`src/rtl/regfile_wb_arbiter_if.sv`:
```
// ============================================================================
// Module   : regfile_wb_arbiter_if
// Brief    : Writeback port bundle for regfile_wb_arbiter. The stats counters
//            exist only when REGFILE_WB_STATS_EN is defined.
// Revision : 1.0
// ============================================================================
`default_nettype none

interface regfile_wb_arbiter_if;
  logic        a_valid;
  logic [4:0]  a_rd;
  logic [31:0] a_wd;
  logic        a_ready;
  logic        b_valid;
  logic [4:0]  b_rd;
  logic [31:0] b_wd;
  logic        b_ready;
  logic        issue_valid;
  logic [4:0]  issue_rd;
  logic        we3;
  logic [4:0]  a3;
  logic [31:0] wd3;
  logic        stall;
  logic [31:0] busy;
`ifdef REGFILE_WB_STATS_EN
  logic [31:0] conflict_cnt;
  logic [31:0] stall_cnt;
`endif

  modport slave (
    input  a_valid, a_rd, a_wd, b_valid, b_rd, b_wd, issue_valid, issue_rd,
    output a_ready, b_ready, we3, a3, wd3, stall, busy
`ifdef REGFILE_WB_STATS_EN
    , output conflict_cnt, stall_cnt
`endif
  );

  modport master (
    output a_valid, a_rd, a_wd, b_valid, b_rd, b_wd, issue_valid, issue_rd,
    input  a_ready, b_ready, we3, a3, wd3, stall, busy
`ifdef REGFILE_WB_STATS_EN
    , input conflict_cnt, stall_cnt
`endif
  );
endinterface

`default_nettype wire

```
`src/rtl/regfile_wb_arbiter.sv`:
```
// ============================================================================
// Module   : regfile_wb_arbiter
// Brief    : Shares the register-file write port between the ALU writeback and
//            a FIFO of multicycle results, with starvation stall and a pending
//            scoreboard. REGFILE_WB_STATS_EN adds conflict/stall counters.
// Revision : 1.0
// ============================================================================
`default_nettype none

module regfile_wb_arbiter #(
  parameter int DEPTH        = 2,
  parameter int STARVE_LIMIT = 4
) (
  input  logic                  clk,
  input  logic                  reset,
  regfile_wb_arbiter_if.slave   bus
);

  localparam int PTR_W = $clog2(DEPTH);
  localparam int CNT_W = $clog2(DEPTH + 1);
  localparam int STV_W = $clog2(STARVE_LIMIT + 1);
  localparam logic [CNT_W-1:0] C_DEPTH = CNT_W'(DEPTH);
  localparam logic [STV_W-1:0] C_LIMIT = STV_W'(STARVE_LIMIT);

  typedef enum logic [0:0] {
    ST_RUN   = 1'b0,
    ST_STALL = 1'b1
  } state_t;

  state_t r_state;
  state_t w_state_nxt;

  logic [4:0]       r_rd_mem [DEPTH];
  logic [31:0]      r_wd_mem [DEPTH];
  logic [PTR_W-1:0] r_wptr;
  logic [PTR_W-1:0] r_rptr;
  logic [CNT_W-1:0] r_count;
  logic [CNT_W-1:0] w_count_nxt;
  logic [STV_W-1:0] r_starve;
  logic [31:0]      r_busy;
  logic [31:0]      w_busy_nxt;

  logic             w_empty;
  logic             w_full;
  logic             w_stall;
  logic             w_push;
  logic             w_pop;
  logic             w_gnt_a;
  logic             w_gnt_b;
  logic [4:0]       w_rd;
  logic [31:0]      w_wd;

  // Grant: a stalled pipeline hands the port to the FIFO head; otherwise the
  // ALU wins, and the FIFO only gets idle slots.
  always_comb begin
    w_empty = (r_count == '0);
    w_full  = (r_count == C_DEPTH);
    w_stall = (r_state == ST_STALL);
    w_gnt_b = !reset && !w_empty && (w_stall || !bus.a_valid);
    w_gnt_a = !reset && !w_stall && bus.a_valid;
    w_push  = !reset && bus.b_valid && !w_full;
    w_pop   = w_gnt_b;
    w_rd    = '0;
    w_wd    = '0;
    if (w_gnt_b) begin
      w_rd = r_rd_mem[r_rptr];
      w_wd = r_wd_mem[r_rptr];
    end else if (w_gnt_a) begin
      w_rd = bus.a_rd;
      w_wd = bus.a_wd;
    end
    w_count_nxt = r_count;
    if (w_push && !w_pop) begin
      w_count_nxt = r_count + CNT_W'(1);
    end else if (w_pop && !w_push) begin
      w_count_nxt = r_count - CNT_W'(1);
    end
  end

  assign bus.we3     = (w_gnt_a || w_gnt_b) && (w_rd != 5'd0);
  assign bus.a3      = w_rd;
  assign bus.wd3     = w_wd;
  assign bus.a_ready = !reset && !w_stall;
  assign bus.b_ready = reset || !w_full;
  assign bus.stall   = !reset && w_stall;
  assign bus.busy    = reset ? 32'd0 : r_busy;

  always_ff @(posedge clk) begin
    if (w_push) begin
      r_rd_mem[r_wptr] <= bus.b_rd;
      r_wd_mem[r_wptr] <= bus.b_wd;
    end
  end

  always_ff @(posedge clk) begin
    if (reset) begin
      r_wptr  <= '0;
      r_rptr  <= '0;
      r_count <= '0;
    end else begin
      if (w_push) begin
        r_wptr <= r_wptr + PTR_W'(1);
      end
      if (w_pop) begin
        r_rptr <= r_rptr + PTR_W'(1);
      end
      r_count <= w_count_nxt;
    end
  end

  // Saturating at the limit is enough: only reaching it matters.
  always_ff @(posedge clk) begin
    if (reset) begin
      r_starve <= '0;
    end else if (w_empty || w_pop) begin
      r_starve <= '0;
    end else if (r_starve != C_LIMIT) begin
      r_starve <= r_starve + STV_W'(1);
    end
  end

  always_ff @(posedge clk) begin
    if (reset) begin
      r_state <= ST_RUN;
    end else begin
      r_state <= w_state_nxt;
    end
  end

  always_comb begin
    w_state_nxt = r_state;
    case (r_state)
      ST_RUN: begin
        if ((r_starve == C_LIMIT) && (w_count_nxt != '0)) begin
          w_state_nxt = ST_STALL;
        end
      end
      ST_STALL: begin
        if (w_count_nxt == '0) begin
          w_state_nxt = ST_RUN;
        end
      end
      default: w_state_nxt = ST_RUN;
    endcase
  end

  // Issue is applied after the writeback clear so a same-cycle set wins.
  always_comb begin
    w_busy_nxt = r_busy;
    if (w_gnt_b) begin
      w_busy_nxt[w_rd] = 1'b0;
    end
    if (bus.issue_valid) begin
      w_busy_nxt[bus.issue_rd] = 1'b1;
    end
    w_busy_nxt[0] = 1'b0;
  end

  always_ff @(posedge clk) begin
    if (reset) begin
      r_busy <= '0;
    end else begin
      r_busy <= w_busy_nxt;
    end
  end

`ifdef REGFILE_WB_STATS_EN
  logic [31:0] r_conflict_cnt;
  logic [31:0] r_stall_cnt;

  always_ff @(posedge clk) begin
    if (reset) begin
      r_conflict_cnt <= '0;
      r_stall_cnt    <= '0;
    end else begin
      if (!w_empty && w_gnt_a && (r_conflict_cnt != 32'hFFFF_FFFF)) begin
        r_conflict_cnt <= r_conflict_cnt + 32'd1;
      end
      if (w_stall && (r_stall_cnt != 32'hFFFF_FFFF)) begin
        r_stall_cnt <= r_stall_cnt + 32'd1;
      end
    end
  end

  assign bus.conflict_cnt = r_conflict_cnt;
  assign bus.stall_cnt    = r_stall_cnt;
`endif

endmodule

`default_nettype wire

```
`src/flat_wrapper.sv`:
```
// flat-port wrapper written by rule: the top's interface ports become plain ports
module regfile_wb_arbiter_flat 
#(
  parameter int DEPTH        = 2,
  parameter int STARVE_LIMIT = 4
)
  (clk, reset, bus_a_valid, bus_a_rd, bus_a_wd, bus_b_valid, bus_b_rd, bus_b_wd, bus_issue_valid, bus_issue_rd, bus_a_ready, bus_b_ready, bus_we3, bus_a3, bus_wd3, bus_stall, bus_busy);
  regfile_wb_arbiter_if bus_i ();
  input  logic clk;
  input  logic reset;
  input wire logic [$bits(bus_i.a_valid)-1:0] bus_a_valid;
  input wire logic [$bits(bus_i.a_rd)-1:0] bus_a_rd;
  input wire logic [$bits(bus_i.a_wd)-1:0] bus_a_wd;
  input wire logic [$bits(bus_i.b_valid)-1:0] bus_b_valid;
  input wire logic [$bits(bus_i.b_rd)-1:0] bus_b_rd;
  input wire logic [$bits(bus_i.b_wd)-1:0] bus_b_wd;
  input wire logic [$bits(bus_i.issue_valid)-1:0] bus_issue_valid;
  input wire logic [$bits(bus_i.issue_rd)-1:0] bus_issue_rd;
  output wire logic [$bits(bus_i.a_ready)-1:0] bus_a_ready;
  output wire logic [$bits(bus_i.b_ready)-1:0] bus_b_ready;
  output wire logic [$bits(bus_i.we3)-1:0] bus_we3;
  output wire logic [$bits(bus_i.a3)-1:0] bus_a3;
  output wire logic [$bits(bus_i.wd3)-1:0] bus_wd3;
  output wire logic [$bits(bus_i.stall)-1:0] bus_stall;
  output wire logic [$bits(bus_i.busy)-1:0] bus_busy;
  assign bus_i.a_valid = bus_a_valid;
  assign bus_i.a_rd = bus_a_rd;
  assign bus_i.a_wd = bus_a_wd;
  assign bus_i.b_valid = bus_b_valid;
  assign bus_i.b_rd = bus_b_rd;
  assign bus_i.b_wd = bus_b_wd;
  assign bus_i.issue_valid = bus_issue_valid;
  assign bus_i.issue_rd = bus_issue_rd;
  assign bus_a_ready = bus_i.a_ready;
  assign bus_b_ready = bus_i.b_ready;
  assign bus_we3 = bus_i.we3;
  assign bus_a3 = bus_i.a3;
  assign bus_wd3 = bus_i.wd3;
  assign bus_stall = bus_i.stall;
  assign bus_busy = bus_i.busy;
  regfile_wb_arbiter #(.DEPTH(DEPTH), .STARVE_LIMIT(STARVE_LIMIT)) u_core (.clk(clk), .reset(reset), .bus(bus_i));
endmodule
```
`config.mk`:
```
export PLATFORM = sky130hd
export DESIGN_NAME = regfile_wb_arbiter_flat
export DESIGN_NICKNAME = d
export VERILOG_FILES = /design/src/rtl/regfile_wb_arbiter_if.sv /design/src/rtl/regfile_wb_arbiter.sv /design/src/flat_wrapper.sv
export SDC_FILE = /design/constraint.sdc
export NUM_CORES = 1
export LEC_CHECK = 0
export BUFFER_PORTS_ARGS = -buffer_cell sky130_fd_sc_hd__buf_2
export CAP_MARGIN = 20
export CORE_ASPECT_RATIO = 1.25
export CORE_UTILIZATION = 46
export DETAILED_ROUTE_END_ITERATION = 10
export PLACE_DENSITY = 0.76
export SYNTH_ARGS = -nofsm -noshare
export SYNTH_HDL_FRONTEND = slang
export SYNTH_SLANG_ARGS = --single-unit
```
`constraint.sdc`:
```
create_clock -name clk -period 4.3 [get_ports clk]
set_input_delay 0.86 -clock clk [delete_from_list [all_inputs] [get_ports clk]]
set_output_delay 0.86 -clock clk [all_outputs]
set_load 0.02 [all_outputs]
```
# Word level (Yosys, flattened, before mapping)
# Memories as Yosys holds them, arrays and structs flattened. A register that Yosys moved wholly into a read port is not among the register bits.
# Cells that the tools add are included.
dict set report word_totals {
  ff_bits 40
  mem_bits_rw 74
  input_bits 84
  out_inout_bits 73
  wordCells 76
  mem_count 2
}
# name words word_bits rd rd_clocked_by_memory_dff write_ports line
set memory_table {}
lappend memory_table {u_core.r_wd_mem 2 32 1 1 1 regfile_wb_arbiter.sv:34} ;# logic [31:0] r_wd_mem [DEPTH];
lappend memory_table {u_core.r_rd_mem 2 5 1 1 1 regfile_wb_arbiter.sv:33} ;# logic [4:0] r_rd_mem [DEPTH];
dict set report op_classes {
  add_sub_neg 5
  order_cmp 4
  n_eq_ne 3
  muxes 22
  bitwise 4
  reduce_logical 29
}
# operator count
set op_table {}
lappend op_table {{$mux 32} 5}
lappend op_table {{$and 32x32->32} 1}
lappend op_table {{$not 32->32} 1}
lappend op_table {{$or 32x32->32} 1}
lappend op_table {{$logic_and 1x1->1} 13}
lappend op_table {{$lt 5x6->1 const B} 2}
lappend op_table {{$demux 1 s5} 2}
lappend op_table {{$ge 5x1->1 const B} 2}
lappend op_table {{$mux 1} 10}
lappend op_table {{$mux 5} 2}
lappend op_table {{$logic_not 1->1} 7}
lappend op_table {{$reduce_bool 5->1} 1}
lappend op_table {{$logic_not 2->1} 2}
lappend op_table {{$logic_or 1x1->1} 4}
lappend op_table {{$mux 2} 2}
lappend op_table {{$add 3x1->3 const B} 1}
lappend op_table {{$eq 3x3->1 const B} 1}
lappend op_table {{$ne 3x3->1 const B} 1}
lappend op_table {{$add 1x1->1 const B} 2}
lappend op_table {{$add 2x1->2 const B} 1}
lappend op_table {{$eq 2x2->1 const B} 1}
lappend op_table {{$pmux 1 s2} 1}
lappend op_table {{$reduce_bool 2->1} 1}
lappend op_table {{$reduce_or 2->1} 1}
lappend op_table {{other kinds (2)} 2}

# Longest topological paths before layout
dict set report depth {
  depth_word 14
  mapped_depth 8
  depth_no_buf 6
}

# Least setup slack after synthesis
# No wires, ideal clock.
dict set report synth_timing {
  path_type {input to register}
  from {input port reset}
  to {memory u_core.r_rd_mem[1][0] (enable)}
  setup_time_ps 485
  arrival_time_ps 3965
  required_ps 3815
  slack_ps -150
  stages 3
  path_buffers 2
  cell_sequence {buf_6 clkbuf_1 nor3b_1}
}
dict set report synth_via {
  elab_chain_len 5
}
# item line
set synth_rtl {}
lappend synth_rtl {{start, declared} flat_wrapper.sv:10} ;# input logic reset;
lappend synth_rtl {{$logic_not 1->1} regfile_wb_arbiter.sv:61} ;# w_push = !reset && bus.b_valid && !w_full;
lappend synth_rtl {{$logic_and 1x1->1 (2 in series)} regfile_wb_arbiter.sv:61}
lappend synth_rtl {{$mux 1} regfile_wb_arbiter.sv:89} ;# if (w_push) begin
lappend synth_rtl {{$mux 1 (implied by the code)} regfile_wb_arbiter.sv:90} ;# r_rd_mem[r_wptr] <= bus.b_rd;
lappend synth_rtl {{end, declared} regfile_wb_arbiter.sv:33}
# No other way between the ends.

# Worst setup path in the final report
dict set report layout_timing {
  from {input port reset}
  to {output port bus_we3}
}
dict set report layout_via {
  elab_chain_len 7
  word_cells_on_any_way 10
  cone_classes {2 x mux; 8 x reduce/logical}
}
# item line
set layout_rtl {}
lappend layout_rtl {{$logic_not 1->1 (*)} {regfile_wb_arbiter.sv:59, regfile_wb_arbiter.sv:60}}
lappend layout_rtl {{$logic_and 1x1->1 (2 in series)} regfile_wb_arbiter.sv:60} ;# w_gnt_a = !reset && !w_stall && bus.a_valid;
lappend layout_rtl {{$mux 5} regfile_wb_arbiter.sv:68} ;# end else if (w_gnt_a) begin
lappend layout_rtl {{$mux 5} regfile_wb_arbiter.sv:65} ;# if (w_gnt_b) begin
lappend layout_rtl {{$reduce_bool 5->1} regfile_wb_arbiter.sv:80} ;# assign bus.we3 = (w_gnt_a || w_gnt_b) && (w_rd != 5'd0);
lappend layout_rtl {{$logic_and 1x1->1 (*)} regfile_wb_arbiter.sv:80}
lappend layout_rtl {{end, declared} flat_wrapper.sv:21} ;# output wire logic [$bits(bus_i.we3)-1:0] bus_we3;
# Mark *: on every way between the ends. The rest lies on a longest branch, timed or not.

==> results.rst <==
.. list-table::
   :header-rows: 1

   * - Metric
     - Value
   * - Global routing usage summed across all routing layers
     - 21.0%
   * - Result of the run
     - complete, no violations
   * - Synthesized-area fraction occupied by and/or/nand/nor cells
     - 16.6%
   * - YS warnings
     - 0
   * - Share of cells above drive strength 1
     - 33.3%
   * - Startpoint class of the critical path
     - input port
   * - Time the worst path needs with I/O delays and setup
     - 3440 ps
   * - R2R Setup Slk
     - 1980 ps
   * - Total wire length
     - 12100 um
   * - Nets
     - 697
   * - Fraction of the yosys area taken by sequential cells
     - 58.5%
   * - Initial core utilization
     - 48.0%
   * - Clock H-tree levels
     - 4
   * - Count of final setup violators
     - 0
   * - TritonCTS clock tree
     - yes
   * - Wire length per cell
     - 16.1 um
   * - Die H
     - 121 um
   * - Worst relative slew slack
     - 49.4%
   * - Most repeated cell in the gate-level netlist after synthesis
     - sky130_fd_sc_hd__edfxtp_1
   * - Critical path's most frequent cell
     - sky130_fd_sc_hd__buf_2
   * - Mean area per synthesized cell
     - 11.3 sq um
   * - Worst Reg2Reg Path Length in Cells
     - 4
   * - Setup TNS
     - 0 ps
   * - Final HPWL DP
     - 8290 um
   * - Worst ir drop on vdd
     - 321 uV
   * - Slew at the pin closest to its max-slew limit
     - 751 ps
   * - Fraction of the mapped netlist area in adder cells
     - 0.968%
   * - Xor/xnor cell area share of the yosys netlist
     - 0.944%
   * - Main synth FF type
     - sky130_fd_sc_hd__edfxtp_1
   * - Hold-fix buffers at CTS
     - 0
   * - Floorplan core area
     - 10800 sq um
   * - Slowest-stage cell, CP
     - sky130_fd_sc_hd__or4_1
   * - Hold Path Origin
     - u_core.r_rptr$_SDFFE_PP0N_
   * - Synthesized net count
     - 544
   * - Synth top cells by count
     - sky130_fd_sc_hd__edfxtp_1 (74), sky130_fd_sc_hd__nand2_1 (71), sky130_fd_sc_hd__o21ai_0 (56)
   * - TritonRoute pass-1 iters
     - 5
   * - Final Skew
     - 11.2 ps
   * - Mux share of post-synthesis cell area
     - 8.49%
   * - Area share of the largest cell type after synthesis
     - 43.0%
   * - Number of buffers added for setup after CTS
     - 0
   * - Fmax
     - 291 MHz
   * - Wire length of the first global-routing pass
     - 19000 um
   * - Final Cycle Share
     - 79.9%
   * - Largest net degree at the start of global routing
     - 38
   * - I/O pin count
     - 157
   * - Data arrival time at the worst-slack endpoint
     - 2580 ps
   * - DIE AREA
     - 11700 sq um
   * - Startpoint-to-endpoint class of the critical path
     - input port to primary output
   * - Critical path cell sequence
     - buf_2 -> nor2_4 -> nand2_2 -> o21ai_0 -> or4_1 -> buf_2
   * - Total standard cell area after synthesis
     - 5170 sq um
   * - Leakage
     - 2.68 nW
   * - Number of maximum-capacitance violations
     - 0
   * - Antenna violations before repair
     - 2
   * - Post-synthesis compound-gate area fraction
     - 11.5%
   * - Number of input and output port buffers inserted
     - 155
   * - Resize count post-CTS
     - 0
   * - Critical Path End Type
     - primary output
   * - Power density of the placed cells
     - 468 nW/um^2
   * - Critical R2R Capture
     - u_core.r_busy[21]$_SDFF_PP0_
   * - Worst hold path depth
     - 2
   * - Max incr delay on CP
     - 520 ps
   * - Clock-pin transition on the worst setup and hold timing paths
     - 60 ps
   * - Number of buffers created by CTS
     - 17
   * - Setup repair after global routing missed its margin
     - false
   * - Detailed-route DRC error count
     - 0
   * - Via count of the first global-routing pass
     - 3909
   * - Horizontal die dimension
     - 96.8 um
   * - Number of enable-type register cells in the synthesized netlist
     - 74
   * - Final weighted congestion in routability-driven placement
     - 0.845
   * - Overflow after GRT
     - 0
   * - # clock sinks
     - 114
   * - Proportion of register bits with asynchronous set or reset after synthesis
     - 0%
   * - Number of buffers between clock root and the deepest sink
     - 2
   * - Synthesized instance count
     - 456
   * - Number of library cell types mapped by synthesis
     - 46
   * - Clock root buffer
     - sky130_fd_sc_hd__clkbuf_16
   * - Minimum hold slack
     - 512 ps
   * - Antenna Violating Nets Remaining
     - 0
   * - Required time of the critical path
     - 3440 ps
   * - Clock insertion delay at the later pin of the skew report
     - 410 ps
   * - Critical path fanouts, max
     - 24
   * - Most area-consuming cells after synthesis
     - sky130_fd_sc_hd__edfxtp_1 (43%), sky130_fd_sc_hd__dfxtp_1 (15%), sky130_fd_sc_hd__mux2i_1 (7.0%)
   * - Combinational family with the most area after synthesis
     - simple AND/OR/NAND/NOR gates
   * - Max-slew violations
     - 0
   * - Hold endpoint
     - u_core.r_rptr$_SDFFE_PP0N_
   * - Routed via count divided by cell count
     - 5.47
   * - Path type of the worst min-delay path
     - flop to flop
   * - Syn-to-layout area delta
     - 27.7%
   * - Cell accounting for the most synthesized area
     - sky130_fd_sc_hd__edfxtp_1
   * - Synth Register Bits
     - 114
   * - Routed vias
     - 4133
   * - Final count of hold timing violations
     - 0
   * - Count of routing violations after the opening detailed-route iteration
     - 170
   * - Placement Rows
     - 42
==> placed cells by master (no fill, tap or decap), drive strengths merged, types with 4 or more instances in the layout <==
| master | instances |
|---|---|
| and3b | 5 |
| o31ai | 8 |
| o21ai | 70 |
| nand2b | 6 |
| mux2i | 38 |
| nor3 | 6 |
| clkbuf | 17 |
| ha | 4 |
| nor2 | 10 |
| nor2b | 33 |
| dfxtp | 40 |
| o2111ai | 4 |
| edfxtp | 74 |
| buf | 161 |
| nand3 | 4 |
| nand2 | 72 |
| inv | 8 |
| clkinv | 7 |
| o41ai | 13 |
| nor3b | 8 |
==> kinds of logic after synthesis <==
kind of cell	Yosys count
and+or+nand+nor	161
DFF	114
AOI/OAI and AO/OA	100
muxes	41
buffers and inverters	31
adders and majority gates	4
xor gates and xnor gates	4
other	1
==> routing by layer <==
| metal | global-route usage (%) | part of all wire (%) | vias up |
|---|---|---|---|
| met2 | 34.5 | 49 | 175 |
| met1 | 26.0 | 43 | 1956 |
| met4 | 10.1 | 1.5 | 2 |
| li1 | - | - | 1982 |
| met5 | 0 | 0.082 | - |
| met3 | 5.03 | 6.9 | 18 |
==> area by class of cell <==
cell class                 instances  area [sq um]
fill                             884          4170
tap                              132           165
clock buffer                      17           425
inverter                           4          15.0
clock inverter                    15           134
timing repair buffer             161           821
multi-input combinational        311          2020
sequential                       114          3020
antenna                            1          2.50
==> state kept, by name, indices dropped and copies added, names as in the netlist, named ones only <==
signal,cells
u_core.r_busy,31
u_core.r_wptr,1
u_core.r_starve,3
u_core.r_state,1
u_core.r_wd_mem,64
u_core.r_rd_mem,10
u_core.r_count,2
u_core.r_rptr,1
==> report_power, final <==
group	leakage (nW)	switching (mW)	internal [mW]
combinational	1.42	0.306	0.188
clock	0.263	0.518	0.797
sequential	1.00	0.0397	1.24
total	2.68	0.864	2.23
==> critical path: cells and delay by family <==
kind,cells,cell delay [ps]
AO/OA/AOI/OAI,1,170
buffers and inverters,2,590
AND/OR/NAND/NOR,3,960
==> stage by stage <==
| step | utilization, % | cells | setup slack (ps) | instance area, sq um | total power [mW] |
|---|---|---|---|---|---|
| 2_1_floorplan | - | 456 | 30.7 | 5180 | 1.64 |
| 3_3_place_gp | 56.1 | 722 | 907 | 6040 | 1.78 |
| 3_5_place_dp | 56.1 | 722 | 863 | 6040 | 1.80 |
| 4_1_cts | 61.3 | 754 | 863 | 6600 | 3.10 |
| 5_1_grt | 61.3 | 755 | 722 | 6600 | 3.20 |
| 6_report | 61.3 | 755 | 865 | 6600 | 3.09 |
==> worst max path at each step <==
stage | startpoint | to | slack [ps] | cells after the start
floorplan | reset | u_core.r_rd_mem[0][0]$_DFFE_PP_ | 30 | 3
global placement | reset | bus_we3 | 910 | 6
detailed placement | reset | bus_we3 | 860 | 6
CTS | reset | bus_we3 | 860 | 6
global route | reset | bus_we3 | 720 | 6
finish | reset | bus_we3 | 860 | 6
No activity file was read; power rests on OpenSTA's default activity.
